**src/rtl/gate_mon_pkg.sv**
```systemverilog
// Shared types and defaults for the gate-pair monitor.
package gate_mon_pkg;

  localparam int unsigned CNT_W_DEFAULT = 16;

  typedef enum logic [2:0] {
    IDLE,
    HI_ON,
    DEAD_H,
    LO_ON,
    DEAD_L,
    BOTH
  } state_t;

  // Segment state entered when the sampled pair changes to s.
  // A 00 only counts as a dead gap if it follows an on-segment.
  function automatic state_t seg_state(input state_t cur, input logic [1:0] s);
    state_t nxt;
    case (s)
      2'b10:   nxt = HI_ON;
      2'b01:   nxt = LO_ON;
      2'b11:   nxt = BOTH;
      default: nxt = (cur == HI_ON) ? DEAD_H : ((cur == LO_ON) ? DEAD_L : IDLE);
    endcase
    return nxt;
  endfunction

endpackage

```
**src/rtl/sat_counter.sv**
```systemverilog
// Up-counter that clears while disabled, reloads to 1 on load and
// holds at all-ones instead of wrapping.
module sat_counter #(
  parameter int unsigned W = 16
) (
  input  logic         MClk,
  input  logic         RstN,
  input  logic         en,
  input  logic         load,
  output logic [W-1:0] count
);

  localparam logic [W-1:0] MAX = '1;

  always_ff @(posedge MClk) begin
    if (!RstN || !en) begin
      count <= '0;
    end else if (load) begin
      count <= W'(1);
    end else if (count != MAX) begin
      count <= count + W'(1);
    end
  end

endmodule

```
**src/rtl/gate_pair_monitor.sv**
```systemverilog
// Measures on-times, dead-time gaps and period of a complementary gate pair
// and flags shoot-through and short dead times.
module gate_pair_monitor
  import gate_mon_pkg::*;
#(
  parameter int unsigned CNT_W = CNT_W_DEFAULT
) (
  input  logic             MClk,
  input  logic             RstN,
  input  logic             Enable,
  input  logic [1:0]       S,
  input  logic [CNT_W-1:0] MinDeadCount,
  input  logic             FaultClr,
  output logic [CNT_W-1:0] HighTimeHi,
  output logic [CNT_W-1:0] HighTimeLo,
  output logic [CNT_W-1:0] DeadTimeHL,
  output logic [CNT_W-1:0] DeadTimeLH,
  output logic [CNT_W-1:0] Period,
  output logic             MeasValid,
  output logic             ShootThru,
  output logic             DeadViol,
  output logic             Fault
);

  // s_q is the sampled pair, s_prev the sample before it
  logic [1:0]       s_q;
  logic [1:0]       s_prev;
  state_t           state;
  logic             first_seen;
  logic [CNT_W-1:0] seg_cnt;
  logic [CNT_W-1:0] per_cnt;
  logic             seg_chg;
  logic             rise;

  logic             hl_evt;
  logic             lh_evt;
  logic [CNT_W-1:0] hl_val;
  logic [CNT_W-1:0] lh_val;
  logic             dead_set;
  logic             shoot_nxt;
  logic             dead_nxt;

  assign seg_chg = (s_q != s_prev);
  assign rise    = s_q[1] & ~s_prev[1];

  sat_counter #(.W(CNT_W)) u_seg_cnt (
    .MClk  (MClk),
    .RstN  (RstN),
    .en    (Enable),
    .load  (seg_chg),
    .count (seg_cnt)
  );

  sat_counter #(.W(CNT_W)) u_per_cnt (
    .MClk  (MClk),
    .RstN  (RstN),
    .en    (Enable),
    .load  (rise),
    .count (per_cnt)
  );

  // Dead-time update events and next sticky-flag values
  always_comb begin
    hl_evt = 1'b0;
    lh_evt = 1'b0;
    hl_val = '0;
    lh_val = '0;
    if (Enable && seg_chg) begin
      if (s_q == 2'b01 && state == DEAD_H) begin
        hl_evt = 1'b1;
        hl_val = seg_cnt;
      end
      if (s_q == 2'b01 && state == HI_ON) hl_evt = 1'b1;
      if (s_q == 2'b10 && state == DEAD_L) begin
        lh_evt = 1'b1;
        lh_val = seg_cnt;
      end
      if (s_q == 2'b10 && state == LO_ON) lh_evt = 1'b1;
    end
    dead_set = (hl_evt && (MinDeadCount != '0) && (hl_val < MinDeadCount)) ||
               (lh_evt && (MinDeadCount != '0) && (lh_val < MinDeadCount));
    shoot_nxt = (ShootThru && !FaultClr) || (s_q == 2'b11);
    dead_nxt  = (DeadViol && !FaultClr) || dead_set;
  end

  always_ff @(posedge MClk) begin
    if (!RstN) begin
      s_q        <= S;
      s_prev     <= S;
      state      <= IDLE;
      first_seen <= 1'b0;
      HighTimeHi <= '0;
      HighTimeLo <= '0;
      DeadTimeHL <= '0;
      DeadTimeLH <= '0;
      Period     <= '0;
      MeasValid  <= 1'b0;
      ShootThru  <= 1'b0;
      DeadViol   <= 1'b0;
      Fault      <= 1'b0;
    end else begin
      s_q       <= S;
      s_prev    <= s_q;
      MeasValid <= 1'b0;
      ShootThru <= shoot_nxt;
      DeadViol  <= dead_nxt;
      Fault     <= shoot_nxt | dead_nxt;
      if (hl_evt) DeadTimeHL <= hl_val;
      if (lh_evt) DeadTimeLH <= lh_val;
      if (!Enable) begin
        state      <= IDLE;
        first_seen <= 1'b0;
      end else begin
        if (seg_chg) begin
          // Transitions into BOTH do not publish an on-time
          if (state == HI_ON && s_q != 2'b11) HighTimeHi <= seg_cnt;
          if (state == LO_ON && s_q != 2'b11) HighTimeLo <= seg_cnt;
          state <= seg_state(state, s_q);
        end
        if (rise) begin
          if (first_seen) begin
            Period    <= per_cnt;
            MeasValid <= 1'b1;
          end
          first_seen <= 1'b1;
        end
      end
    end
  end

endmodule

```
**config.mk**
```make
export PLATFORM = sky130hd
export DESIGN_NAME = gate_pair_monitor
export DESIGN_NICKNAME = d
export VERILOG_FILES = /design/src/rtl/gate_mon_pkg.sv /design/src/rtl/sat_counter.sv /design/src/rtl/gate_pair_monitor.sv
export SDC_FILE = /design/constraint.sdc
export NUM_CORES = 1
export LEC_CHECK = 0
export ABC_CLOCK_PERIOD_IN_PS = 4400
export CAP_MARGIN = 20
export CORE_MARGIN = 4
export CORE_UTILIZATION = 40
export CTS_CLUSTER_DIAMETER = 40
export DETAILED_ROUTE_END_ITERATION = 12
export PLACE_DENSITY = 0.64
export SKIP_LAST_GASP = 1
export SYNTH_ARGS = -nofsm -noshare
export SYNTH_HDL_FRONTEND = slang
export SYNTH_SLANG_ARGS = --single-unit
```
**constraint.sdc**
```tcl
create_clock -name MClk -period 4.4 [get_ports MClk]
set_input_delay 1.1 -clock MClk [delete_from_list [all_inputs] [get_ports MClk]]
set_output_delay 1.1 -clock MClk [all_outputs]
set_load 0.01 [all_outputs]
```
== After elaboration in Yosys (flattened, before gate mapping) ==
Index checks and enable logic that the tools add are counted.

* Bits in registers: 124
* Output and inout bits: 84
* Logic and storage cells: 84
* Input port bits: 22

* Muxes and demuxes: 19
* Bitwise gates (word level): 3
* Equality and inequality tests: 11
* Reduce and logical (&&, ||, !) cells: 30
* $lt $le $gt $ge: 2
* Add/subtract/negate cells: 2

{| class="wikitable"
|+ Operators with widths
! operator !! count
|-
| $mux 16 || 4
|-
| $add 16x1->16 const B || 2
|-
| $lt 16x16->1 || 2
|-
| $ne 16x16->1 const B || 2
|-
| $reduce_bool 16->1 || 1
|-
| $logic_and 1x1->1 || 13
|-
| $reduce_and 3->1 || 4
|-
| $mux 1 || 11
|-
| $pmux 3 s3 || 1
|-
| $eq 3x2->1 const B || 2
|-
| $mux 3 || 2
|-
| $eq 2x2->1 const B || 2
|-
| $logic_or 1x1->1 || 4
|-
| $reduce_bool 2->1 || 2
|-
| $reduce_or 2->1 || 2
|-
| $eq 3x1->1 const B || 1
|-
| $eq 3x3->1 const B || 1
|-
| $logic_not 1->1 || 3
|-
| $eq 2x1->1 const B || 1
|-
| $mux 2 || 1
|-
| $ne 2x2->1 || 1
|-
| $ne 2x2->1 const B || 1
|-
| $reduce_and 2->1 || 1
|-
| $and 1x1->1 || 1
|-
| other kinds (2) || 2
|}

== Logic depth before layout (Yosys ltp) ==
Gate-level depths: netlist of run 1.

* Depth after elaboration: 10
* Mapped depth: 14
* Depth with buffers taken out: 12

== Hierarchy ==
From an unflattened synthesis of run 1, not the netlist that was laid out.

* Cell total of the unflattened synthesis: 647
* Area, all modules: 5969.5 µm²

{| class="wikitable"
|+ Modules (own cells, without submodules)
! module !! area each (µm²) !! instances !! cells each !! sequential area each (µm²)
|-
| gate_pair_monitor || 4320.4 || 1 || 463 || 1841.8
|-
| sat_counter || 824.5 || 2 || 92 || 320.3
|}

== Worst setup path after synthesis of run 1 ==
Ideal clock, no wire load.

* Kind: input-to-reg
* Start: in Enable
* End: reg Fault
* Path buffers: 2
* Stages: 10
* Required time: 4.271 ns
* Path slack: 1.102 ns
* Setup time: 0.129 ns
* Arrival: 3.169 ns
* Cells stage by stage: and4bb_2 > and4b_1 > buf_2 > clkbuf_1 > and2_1 > ha_1 > nand4_1 > or4_1 > o211ai_1 > a31oi_1

* Longest elaborated chain between the ends: 7
* Elaborated cells on any way between the ends: 14
* Those cells by class: order compare: 2; mux: 4; bitwise: 1; reduce/logical: 7

{| class="wikitable"
|+ Ends and longest elaborated chain
! item !! line !! source
|-
| from (decl) || gate_pair_monitor.sv:10 || <nowiki>input logic Enable,</nowiki>
|-
| $logic_and 1x1->1 || gate_pair_monitor.sv:68 || <nowiki>if (Enable && seg_chg) begin</nowiki>
|-
| $mux 16 || gate_pair_monitor.sv:68 ||
|-
| net hl_val[15] || gate_pair_monitor.sv:37 || <nowiki>logic [CNT_W-1:0] hl_val;</nowiki>
|-
| $lt 16x16->1 || gate_pair_monitor.sv:80 || <nowiki>dead_set = (hl_evt && (MinDeadCount != '0) && (hl_val < MinDeadCount)) ||</nowiki>
|-
| $logic_and 1x1->1 || gate_pair_monitor.sv:80 ||
|-
| $logic_or 1x1->1 || gate_pair_monitor.sv:80 ||
|-
| $logic_or 1x1->1 || gate_pair_monitor.sv:83 || <nowiki>dead_nxt = (DeadViol && !FaultClr) || dead_set;</nowiki>
|-
| $or 1x1->1 || gate_pair_monitor.sv:107 || <nowiki>Fault <= shoot_nxt | dead_nxt;</nowiki>
|-
| to (signal assigned) || gate_pair_monitor.sv:107 ||
|-
| to (decl) || gate_pair_monitor.sv:22 || <nowiki>output logic Fault</nowiki>
|}

The timed path passes the listed nets, and every way through them passes these cells.
A chain may end at the register's enable or synchronous reset.

== Worst setup path after layout of run 1 ==
* Start: in Enable
* End: reg Fault

* Longest elaborated chain between the ends: 7
* Elaborated cells on any way between the ends: 14
* Those cells by class: order compare: 2; mux: 4; bitwise: 1; reduce/logical: 7

{| class="wikitable"
|+ Ends and longest elaborated chain
! item !! line !! source
|-
| $logic_and 1x1->1 || gate_pair_monitor.sv:68 ||
|-
| $mux 16 || gate_pair_monitor.sv:68 ||
|-
| net lh_val[15] || gate_pair_monitor.sv:38 || <nowiki>logic [CNT_W-1:0] lh_val;</nowiki>
|-
| $lt 16x16->1 || gate_pair_monitor.sv:81 || <nowiki>(lh_evt && (MinDeadCount != '0) && (lh_val < MinDeadCount));</nowiki>
|-
| $logic_and 1x1->1 || gate_pair_monitor.sv:81 ||
|-
| $logic_or 1x1->1 || gate_pair_monitor.sv:80 ||
|-
| $logic_or 1x1->1 || gate_pair_monitor.sv:83 ||
|-
| $or 1x1->1 || gate_pair_monitor.sv:107 ||
|}

The timed path passes the listed nets, and every way through them passes these cells.

==> run summary, run 1 <==
sequential area share after synthesis - 42.4%
critical path endpoint category - flip-flop
Hold WC Path Type - flip-flop to flip-flop
synthesized cell area - 0.00585 mm²
IO Pins - 106
Slew @ Worst Pin - 0.640 ns
Slew Limit Headroom - 57.2%
Initial Utilization - 41.5%
post-DP HPWL - 11.2 mm
Clock Path Buffers - 2
RSZ-0062 raised after global routing - false
overall power - 2610 µW
largest net degree at the start of global routing - 34
Mapped Nets - 721
Net Sw Frac - 21.0%
fmax - 0.285 GHz
initial antenna violation count - 0
post-route ant nets - 0
Pleak - 0.00280 µW
setup TNS - 0 ns
vias per cell - 5.35
Distinct cells, synth - 58
Diodes inserted - 0
WP data arrival - 3.78 ns
Reg power frac - 43.7%
H-tree levels - 4
grt ovf - 0
Multi-input gate area - 0.00303 mm²
EDFF count, synth - 0
flops & latches, synth - 124
Clock transition at path regs - 0.05 ns
nets@finish - 813
Worst Path Required - 4.67 ns
Via Count - 5079
CTS tree - built
synth warn - 0
Int Power - 2060 µW
CTS Hold Bufs - 0
GPL Wtd Cong - 0.871
Final min period - 3.51 ns
top_reg_cell synth - dfxtp_1
Critical-path top delay cell - clkdlybuf4s50_1
Die Height - 129 µm
drt total wl - 15.3 mm
area grow syn2layout - 28.5%
final number of hold-violating endpoints - 0
most frequent cells in the layout - 124 x dfxtp_1, 105 x clkdlybuf4s50_1, 100 x nor2_1
slowest cell delay on critical path - 0.51 ns
fill count - 1314
Core ar. - 0.0141 mm²
Setup crit start kind - primary input
die width - 129 µm
commonest non-fill, non-tap cell in the layout - dfxtp_1
switching pwr - 550 µW
DIE AREA - 0.0166 mm²
clock sink total - 124
part of the power in the clock network - 52.0%
final number of max-transition violations - 0
row cnt - 43
drt pass-1 iters - 4
setup bufs post-CTS - 0
clk_skew - 0.00964 ns
Root Driver - clkbuf_16
DR iter-0 viols - 333
share of cells above drive strength 1 - 6.88%
Post-CTS Resized - 0
Combinational Power Share - 4.3%
CP max FO - 15
Max Cap Viol - 0
VDD IR-drop max - 229 µV
ys async rst share - 0%
port bufs - 105
Final period util - 79.9%
storage element area - 0.00248 mm²
All-Layer GR Usage - 19.0%
cell chain of the critical path - clkdlybuf4s50_1, and3b_1, nand2_1, nor2_2, buf_4, and2_1, ha_1, nand4_1, nor4_1, o21ai_0, o211ai_1, a31oi_1
TritonCTS buffer count - 17
vias in the first global route - 4942
clock latency on the worst-skew pair - 0.42 ns
Avg WL per Cell - 16.1 µm
Mapped Cells - 666
kind of critical path - primary input to flip-flop
status - complete, no violations
Syn Area/Cell - 8.78 µm²
# setup viols final - 0
first-pass GRT wire length - 25.3 mm
PwrDens - 348 mW/mm²
# DRC - 0
[worst paths after layout]
path | start | endpoint | slack [ns] | cells after the start
worst max-delay path | Enable | Fault | 0.89 | 12
worst max register to register | s_q[1] | Fault | 1.33 | 12
worst min-delay path | Period[9] | Period[9] | 0.46 | 2
worst min register to register | Period[9] | Period[9] | 0.46 | 2
[power groups by stage]
stage                     sequential, µW  combinational, µW  clock (µW)
after floorplan                     1160               66.6           0
after global placement              1160                108           0
after detailed placement            1160                112           0
after CTS                           1140                113        1390
after global routing                1140                125        1430
final                               1140                113        1360
[synth_stat cells, drive strengths merged, types with 3 or more instances]
master | instances | area (µm²)
nor2 | 102 | 393
nand3 | 11 | 60.1
or4 | 4 | 30.0
a31oi | 9 | 56.3
a211oi | 7 | 52.6
xnor2 | 3 | 26.3
and4 | 8 | 75.1
nor3b | 3 | 22.5
nand2 | 62 | 233
and2 | 32 | 204
a22oi | 15 | 113
o211ai | 15 | 113
mux2i | 33 | 330
ha | 33 | 413
nand2b | 3 | 18.8
inv | 24 | 90.1
dfxtp | 124 | 2480
nor4 | 8 | 50.1
clkbuf | 28 | 149
nand4 | 12 | 90.1
buf | 12 | 100
o21ai | 12 | 63.8
nor3 | 8 | 45.0
nor2b | 3 | 18.8
a21oi | 51 | 255
and3 | 8 | 51.3
xor2 | 16 | 140
[logic make-up (layout without fill, tap and decap cells)]
logic type | after synthesis | in the layout | synth area share, %
buffers and inverters | 64 | 168 | 5.80
muxes | 35 | 35 | 6.03
xor gates and xnor gates | 19 | 19 | 2.84
AOI/OAI and AO/OA | 120 | 120 | 12.7
and+or+nand+nor | 271 | 271 | 23.1
DFF | 124 | 124 | 42.4
adders and majority gates | 33 | 33 | 7.06
[sequential cells by signal, indices dropped and copies added, names as in the netlist]
signal / count
DeadTimeHL: 16
DeadTimeLH: 16
HighTimeHi: 16
HighTimeLo: 16
Period: 16
u_per_cnt.count: 16
u_seg_cnt.count: 16
state: 3
s_prev: 2
s_q: 2
DeadViol: 1
Fault: 1
MeasValid: 1
ShootThru: 1
first_seen: 1
[routing by layer]
metal  GRT usage [%]  part of all wire (%)  up-vias
met5               0                     0        -
met4            6.79                   1.5        0
li1                -                     -     2512
met1            26.5                    49     2422
met3            5.06                   5.5       22
met2            28.3                    44      123
[critical path: cells and delay by family]
family                     cells  cell delay [ns]
adders and majority gates      1             0.16
and+or+nand+nor                6             1.32
buffers and inverters          2             0.79
AOI/OAI and AO/OA              3             0.41
[cell type report]
cell class                      count  area share [%]
Multi-Input combinational cell    478            40.3
Sequential cell                   124            33.0
Timing Repair Buffer              113            14.8
Clock buffer                       24            6.54
Tap cell                          180            3.00
Inverter                           24            1.20
Clock inverter                      7            1.17
[per-stage QoR]
stage / cell area (µm²) / instances / utilization, % / hold WS, ns / setup WS, ns
global route: 7520 / 950 / 53.3 / 0.477 / 0.542
floorplan: 5850 / 666 / - / 0.437 / 1.10
CTS: 7520 / 950 / 53.3 / 0.454 / 0.910
detailed placement: 6940 / 919 / 49.2 / 0.447 / 0.483
global placement: 6940 / 919 / 49.2 / 0.448 / 0.585
finish: 7520 / 950 / 53.3 / 0.455 / 0.886
(Power assumes the default switching activity.)
==> inputs of run 2 (changes only) <==
ABC_CLOCK_PERIOD_IN_PS = 3140   (was 4400)
PLACE_DENSITY = 0.66   (was 0.64)
clock period = 3.14 ns   (was 4.4 ns; I/O delays follow)
==> run 2 against run 1 <==
  * First-iteration DRC count grew 22%
  * Final area grew 2.5%
  * Via count grew 1.8%
  * Register-to-register slack lost 1.1 ns
  * Clock-buffer cell count shrank 3
  * Non-clock buffer count grew 20
  * Hold slack is essentially flat
  * Clock power grew 43%
  * Die area is the same
==> run summary, run 2 (synthesis results as in run 1) <==
post-DP HPWL - 11.6 mm (+3.9%)
Via Count - 5172 (+1.8%)
CP max FO - 11 (-4)
Post-CTS Resized - 0 (unchanged)
slowest cell delay on critical path - 0.53 ns (+0.02 ns)
GPL Wtd Cong - 0.846 (-2.9%)
Worst Path Required - 3.42 ns (-1.25 ns)
setup bufs post-CTS - 0 (unchanged)
row cnt - 43 (unchanged)
Final period util - 94.9%
die width - 129 µm (unchanged)
Clock Path Buffers - 2 (unchanged)
Max Cap Viol - 0 (unchanged)
largest net degree at the start of global routing - 59 (+74%)
Diodes inserted - 0 (unchanged)
CTS Hold Bufs - 0 (unchanged)
cell chain of the critical path - clkdlybuf4s50_1, and4bb_2, and4b_2, and2_1, ha_1, nand4_1, or4_1, o211ai_1, a31oi_1
# DRC - 0 (unchanged)
most frequent cells in the layout - 124 x dfxtp_1, 105 x clkdlybuf4s50_1, 100 x nor2_1
Critical-path top delay cell - or4_1
Hold WS - 0.456 ns (+0.000428 ns)
critical path endpoint category - flip-flop
clk_skew - 0.00499 ns (-0.00465 ns)
All-Layer GR Usage - 19.8% (+0.82 points)
final number of max-transition violations - 0 (unchanged)
post-route ant nets - 0 (unchanged)
area grow syn2layout - 31.8%
Slew Limit Headroom - 58.4% (+1.2 points)
kind of critical path - primary input to flip-flop
TritonCTS buffer count - 17 (unchanged)
commonest non-fill, non-tap cell in the layout - dfxtp_1
DIE AREA - 0.0166 mm² (unchanged)
DR iter-0 viols - 405 (+22%)
final number of hold-violating endpoints - 0 (unchanged)
Final min period - 2.98 ns
first-pass GRT wire length - 26.3 mm (+4.0%)
IO Pins - 106 (unchanged)
VDD IR-drop max - 334 µV (+46%)
Die Height - 129 µm (unchanged)
share of cells above drive strength 1 - 9.99% (+3.1 points)
grt ovf - 0 (unchanged)
Slew @ Worst Pin - 0.623 ns (-0.0175 ns)
# setup viols final - 0 (unchanged)
Avg WL per Cell - 16.3 µm (+1.3%)
clock sink total - 124 (unchanged)
CTS tree - built
drt total wl - 15.9 mm (+3.5%)
RSZ-0062 raised after global routing - false
fmax - 0.336 GHz
PwrDens - 480 mW/mm² (+38%)
Initial Utilization - 41.5% (unchanged)
Root Driver - clkbuf_16
clock latency on the worst-skew pair - 0.41 ns (about the same)
H-tree levels - 4 (unchanged)
Pleak - 0.00291 µW (+4.0%)
nets@finish - 833 (+2.5%)
initial antenna violation count - 0 (unchanged)
vias in the first global route - 5190 (+5.0%)
status - complete, no violations
port bufs - 105 (unchanged)
Core ar. - 0.0141 mm² (unchanged)
drt pass-1 iters - 4 (unchanged)
utilization after layout - 54.7% (+1.4 points)
Setup crit start kind - primary input
WP data arrival - 3.26 ns (-0.52 ns)
Clock transition at path regs - 0.05 ns (about the same)
Hold WC Path Type - flip-flop to flip-flop
vias per cell - 5.33 (-0.37%)
-- run 2: cell type report --
class	count	area (µm²)
fillers	1306	6390
multi-input cells	478	3040
flip-flops and latches	124	2480
repair buffers	133	1270
clock buffers	21	480
well taps	180	225
clock inverters	11	116
inverters	24	90.1
-- run 2: critical path: cells and delay by family --
kind | cells | cell delay (ns)
compound gates | 2 | 0.34
fa+ha+maj | 1 | 0.30
buf+inv | 1 | 0.44
simple gates | 5 | 1.38
-- run 2: path summary, 6_finish.rpt --
kind,start,to,slack (ns),cells past startpoint
setup reg to reg,s_q[1],DeadViol,0.27,9
setup / recovery,Enable,DeadViol,0.16,9
hold / removal,Period[11],Period[11],0.46,2
hold reg to reg,Period[11],Period[11],0.46,2
-- run 2: routing by layer --
layer / up-vias / share of wire, % / global-route usage [%]
met1: 2439 / 48 / 27.0
met4: 0 / 1.9 / 7.41
met5: - / 0 / 0
li1: 2551 / - / -
met2: 155 / 45 / 30.5
met3: 27 / 5.1 / 4.65
-- run 2: where the power goes --
part           leakage (µW)  internal [µW]  switching, µW
Clock              0.000291           1240            693
Sequential          0.00100           1580           14.0
Combinational       0.00162           69.4           94.7
-- run 2: per-stage QoR --
step | instance area [µm²] | setup TNS (ns) | setup WS (ns) | instances | total power, µW
floorplan | 5850 | 0 | 0.157 | 666 | 1720
global route | 7710 | 0 | 0.00233 | 971 | 3830
finish | 7710 | 0 | 0.159 | 971 | 3700
CTS | 7700 | 0 | 0.158 | 971 | 3730
global placement | 7100 | -0.418 | -0.210 | 939 | 1790
detailed placement | 7100 | -0.570 | -0.286 | 939 | 1790
==> inputs of run 3 (changes only) <==
ABC_AREA = 1   (was unset)
CAP_MARGIN = unset   (was 20)
==> run 3 against run 2 <==
  * Largest cell class unchanged
  * Non-clock buffer count is 12 lower
  * Highest routed layer unchanged
  * Power up 5.9%
  * Clock skew grew 0.0020 ns
  * First-iteration DRC count decreased by 25%
  * Utilization grew 0.18 points
==> run summary, run 3 <==
DIE AREA - 0.0163 mm² (-2.1%)
cell chain of the critical path - clkdlybuf4s50_1, nand2_4, nor3_1, ha_1, a21oi_1, o21ai_0, nor4_1, nand2_1, nand3_1, nand2_1, nand2_1
Final min period - 2.66 ns (-0.322 ns)
Via Count - 5159 (-0.25%)
Initial Utilization - 41.0% (-0.46 points)
All-Layer GR Usage - 19.3% (-0.52 points)
Crit path top cell by count - nand2_1
most numerous cell in the Yosys netlist - dfxtp_1
Diodes inserted - 0 (unchanged)
Int Power - 3070 µW (+6.1%)
fill count - 1308 (+0.15%)
post-synth top area share - 43.4% (+0.97 points)
GPL Wtd Cong - 0.846 (about the same)
commonest cells in the netlist - 124 x dfxtp_1, 111 x a21oi_1, 89 x inv_1, 78 x nand2_1, 68 x nor2_1
Critical Path Sink - Fault
H-tree levels - 4 (unchanged)
port bufs - 105 (unchanged)
# setup viols final - 0 (unchanged)
VDD IR-drop max - 407 µV (+22%)
nets@finish - 906 (+8.8%)
Hold WC Path Type - flip-flop to flip-flop
Crit path depth - 11 (+2)
kind of critical path - primary input to flip-flop
Setup crit start kind - primary input
Worst Path Required - 3.50 ns (+0.08 ns)
status - complete, no violations
Reg power frac - 41.2% (-2.0 points)
clock sink total - 124 (unchanged)
WP data arrival - 3.02 ns (-0.24 ns)
share of cells above drive strength 1 - 10.5% (+0.55 points)
slowest cell delay on critical path - 0.54 ns (about the same)
Post-Layout Cell Count - 1044 (+7.5%)
top_reg_cell synth - dfxtp_1
part of the power in the clock network - 53.3% (+0.9 points)
RSZ-0062 raised after global routing - false
Syn Area/Cell - 7.76 µm² (-12%)
drt total wl - 15.0 mm (-5.4%)
post-DP HPWL - 11.0 mm (-5.1%)
commonest non-fill, non-tap cell in the layout - dfxtp_1
TritonCTS buffer count - 17 (unchanged)
Slew Limit Headroom - 70.4% (+12 points)
CP max FO - 24 (+13)
CP Launch Point - Enable
final number of max-transition violations - 0 (unchanged)
area grow syn2layout - 33.7%
flops & latches, synth - 124 (unchanged)
clk_skew - 0.00696 ns (+0.00197 ns)
Cell Area, Placed - 0.00701 mm² (-1.3%)
critical path endpoint category - flip-flop
IO Pins - 106 (unchanged)
Mapped Cells - 737 (+11%)
worst reg2reg path endpoint - Fault
post-route ant nets - 0 (unchanged)
Post-Layout Inst Area - 0.00764 mm² (-0.83%)
CTS tree - built
ys async rst share - 0% (unchanged)
Distinct cells, synth - 36 (-38%)
Clock Path Buffers - 2 (unchanged)
PwrDens - 513 mW/mm² (+6.8%)
Final period util - 84.7% (-10 points)
largest delay contributor family on the critical path - simple AND/OR/NAND/NOR gates
drt pass-1 iters - 4 (unchanged)
Reg2Reg Setup Slack - 0.56 ns (+0.29 ns)
Combinational Power Share - 5.6% (+1.2 points)
utilization after layout - 54.9% (+0.18 points)
Multi-input gate area - 0.00273 mm² (-10%)
fmax - 0.376 GHz (+12%)
Avg WL per Cell - 14.4 µm (-12%)
synth warn - 0 (unchanged)
die width - 128 µm (-1.1%)
Net Sw Frac - 21.6% (-0.099 points)
switching pwr - 845 µW (+5.5%)
Synth area leader - dfxtp_1
reg-to-reg startpoint - state[1]
# DRC - 0 (unchanged)
largest net degree at the start of global routing - 36 (-39%)
CTS Hold Bufs - 0 (unchanged)
setup TNS - 0 ns (unchanged)
Die Height - 128 µm (-1.1%)
Slew @ Worst Pin - 0.443 ns (-0.180 ns)
CP Buf/Inv Count - 1 (unchanged)
clock latency on the worst-skew pair - 0.42 ns (about the same)
total placed cells including tap cells - 1012 (+7.8%)
Max Cap Viol - 0 (unchanged)
synth top area cells - dfxtp_1 43%, a21oi_1 9.7%, ha_1 7.2%
Worst Reg-to-Reg Cells - 12 (+3)
sequential area share after synthesis - 43.4% (+0.97 points)
overall power - 3920 µW (+5.9%)
Root Driver - clkbuf_16
Clock transition at path regs - 0.05 ns (about the same)
vias in the first global route - 5100 (-1.7%)
final number of hold-violating endpoints - 0 (unchanged)
most frequent cells in the layout - 124 x dfxtp_1, 111 x a21oi_1, 105 x clkdlybuf4s50_1
row cnt - 43 (unchanged)
synthesized cell area - 0.00572 mm² (-2.2%)
storage element area - 0.00248 mm² (unchanged)
EDFF count, synth - 0 (unchanged)
initial antenna violation count - 0 (unchanged)
DR iter-0 viols - 303 (-25%)
Critical-path top delay cell - clkdlybuf4s50_1
Post-CTS Resized - 0 (unchanged)
setup bufs post-CTS - 0 (unchanged)
first-pass GRT wire length - 25.0 mm (-5.0%)
Pleak - 0.00305 µW (+4.8%)
grt ovf - 0 (unchanged)
vias per cell - 4.94 (-7.2%)
Core ar. - 0.0139 mm² (-1.1%)
Mapped Nets - 792 (+9.8%)
[run 3: worst min path at each step]
stage	startpoint	to	slack, ns	cells past startpoint
6_report	Period[11]	Period[11]	0.44	2
4_1_cts	Period[10]	Period[10]	0.45	2
3_3_place_gp	Period[0]	Period[0]	0.43	2
5_1_grt	Period[12]	Period[12]	0.46	2
2_1_floorplan	first_seen	first_seen	0.44	2
3_5_place_dp	Period[4]	Period[4]	0.43	2
[run 3: kinds of logic after synthesis]
kind of cell / after synthesis / synth area share (%)
and+or+nand+nor: 262 / 22.7
xor gates and xnor gates: 11 / 1.68
DFF: 124 / 43.4
buffers and inverters: 128 / 8.79
AOI/OAI and AO/OA: 179 / 16.2
adders and majority gates: 33 / 7.22
[run 3: worst min-delay path, cell delays in order, from the launching register on]
cell and delay (ns):
dfxtp_1 0.30, inv_1 0.05, a21oi_1 0.05
[run 3: routing by layer]
metal	track usage (%)	vias up	part of all wire (%)
met5	0	-	0
met4	7.93	0	2.6
met3	5.23	25	5.1
met2	30.5	120	45
met1	25.0	2313	47
li1	-	2701	-
[run 3: area by class of cell]
class	instances	area share, %
Clock inverter	10	2.13
Sequential cell	124	32.5
Tap cell	180	2.95
Multi-Input combinational cell	485	35.8
Timing Repair Buffer	121	15.5
Clock buffer	22	6.20
Inverter	102	5.01
[run 3: stage by stage]
step	setup slack, ns	hold WS [ns]
2_1_floorplan	0.812	0.440
3_3_place_gp	0.0584	0.432
3_5_place_dp	0.110	0.434
4_1_cts	0.528	0.448
5_1_grt	0.215	0.461
6_report	0.481	0.444
[run 3: power by group through the flow]
| stage | registers, µW | logic (µW) | clock network, µW |
|---|---|---|---|
| 2_1_floorplan | 1650 | 124 | 0 |
| 3_3_place_gp | 1650 | 215 | 0 |
| 3_5_place_dp | 1650 | 217 | 0 |
| 4_1_cts | 1610 | 219 | 2130 |
| 5_1_grt | 1620 | 245 | 2190 |
| 6_report | 1610 | 218 | 2090 |
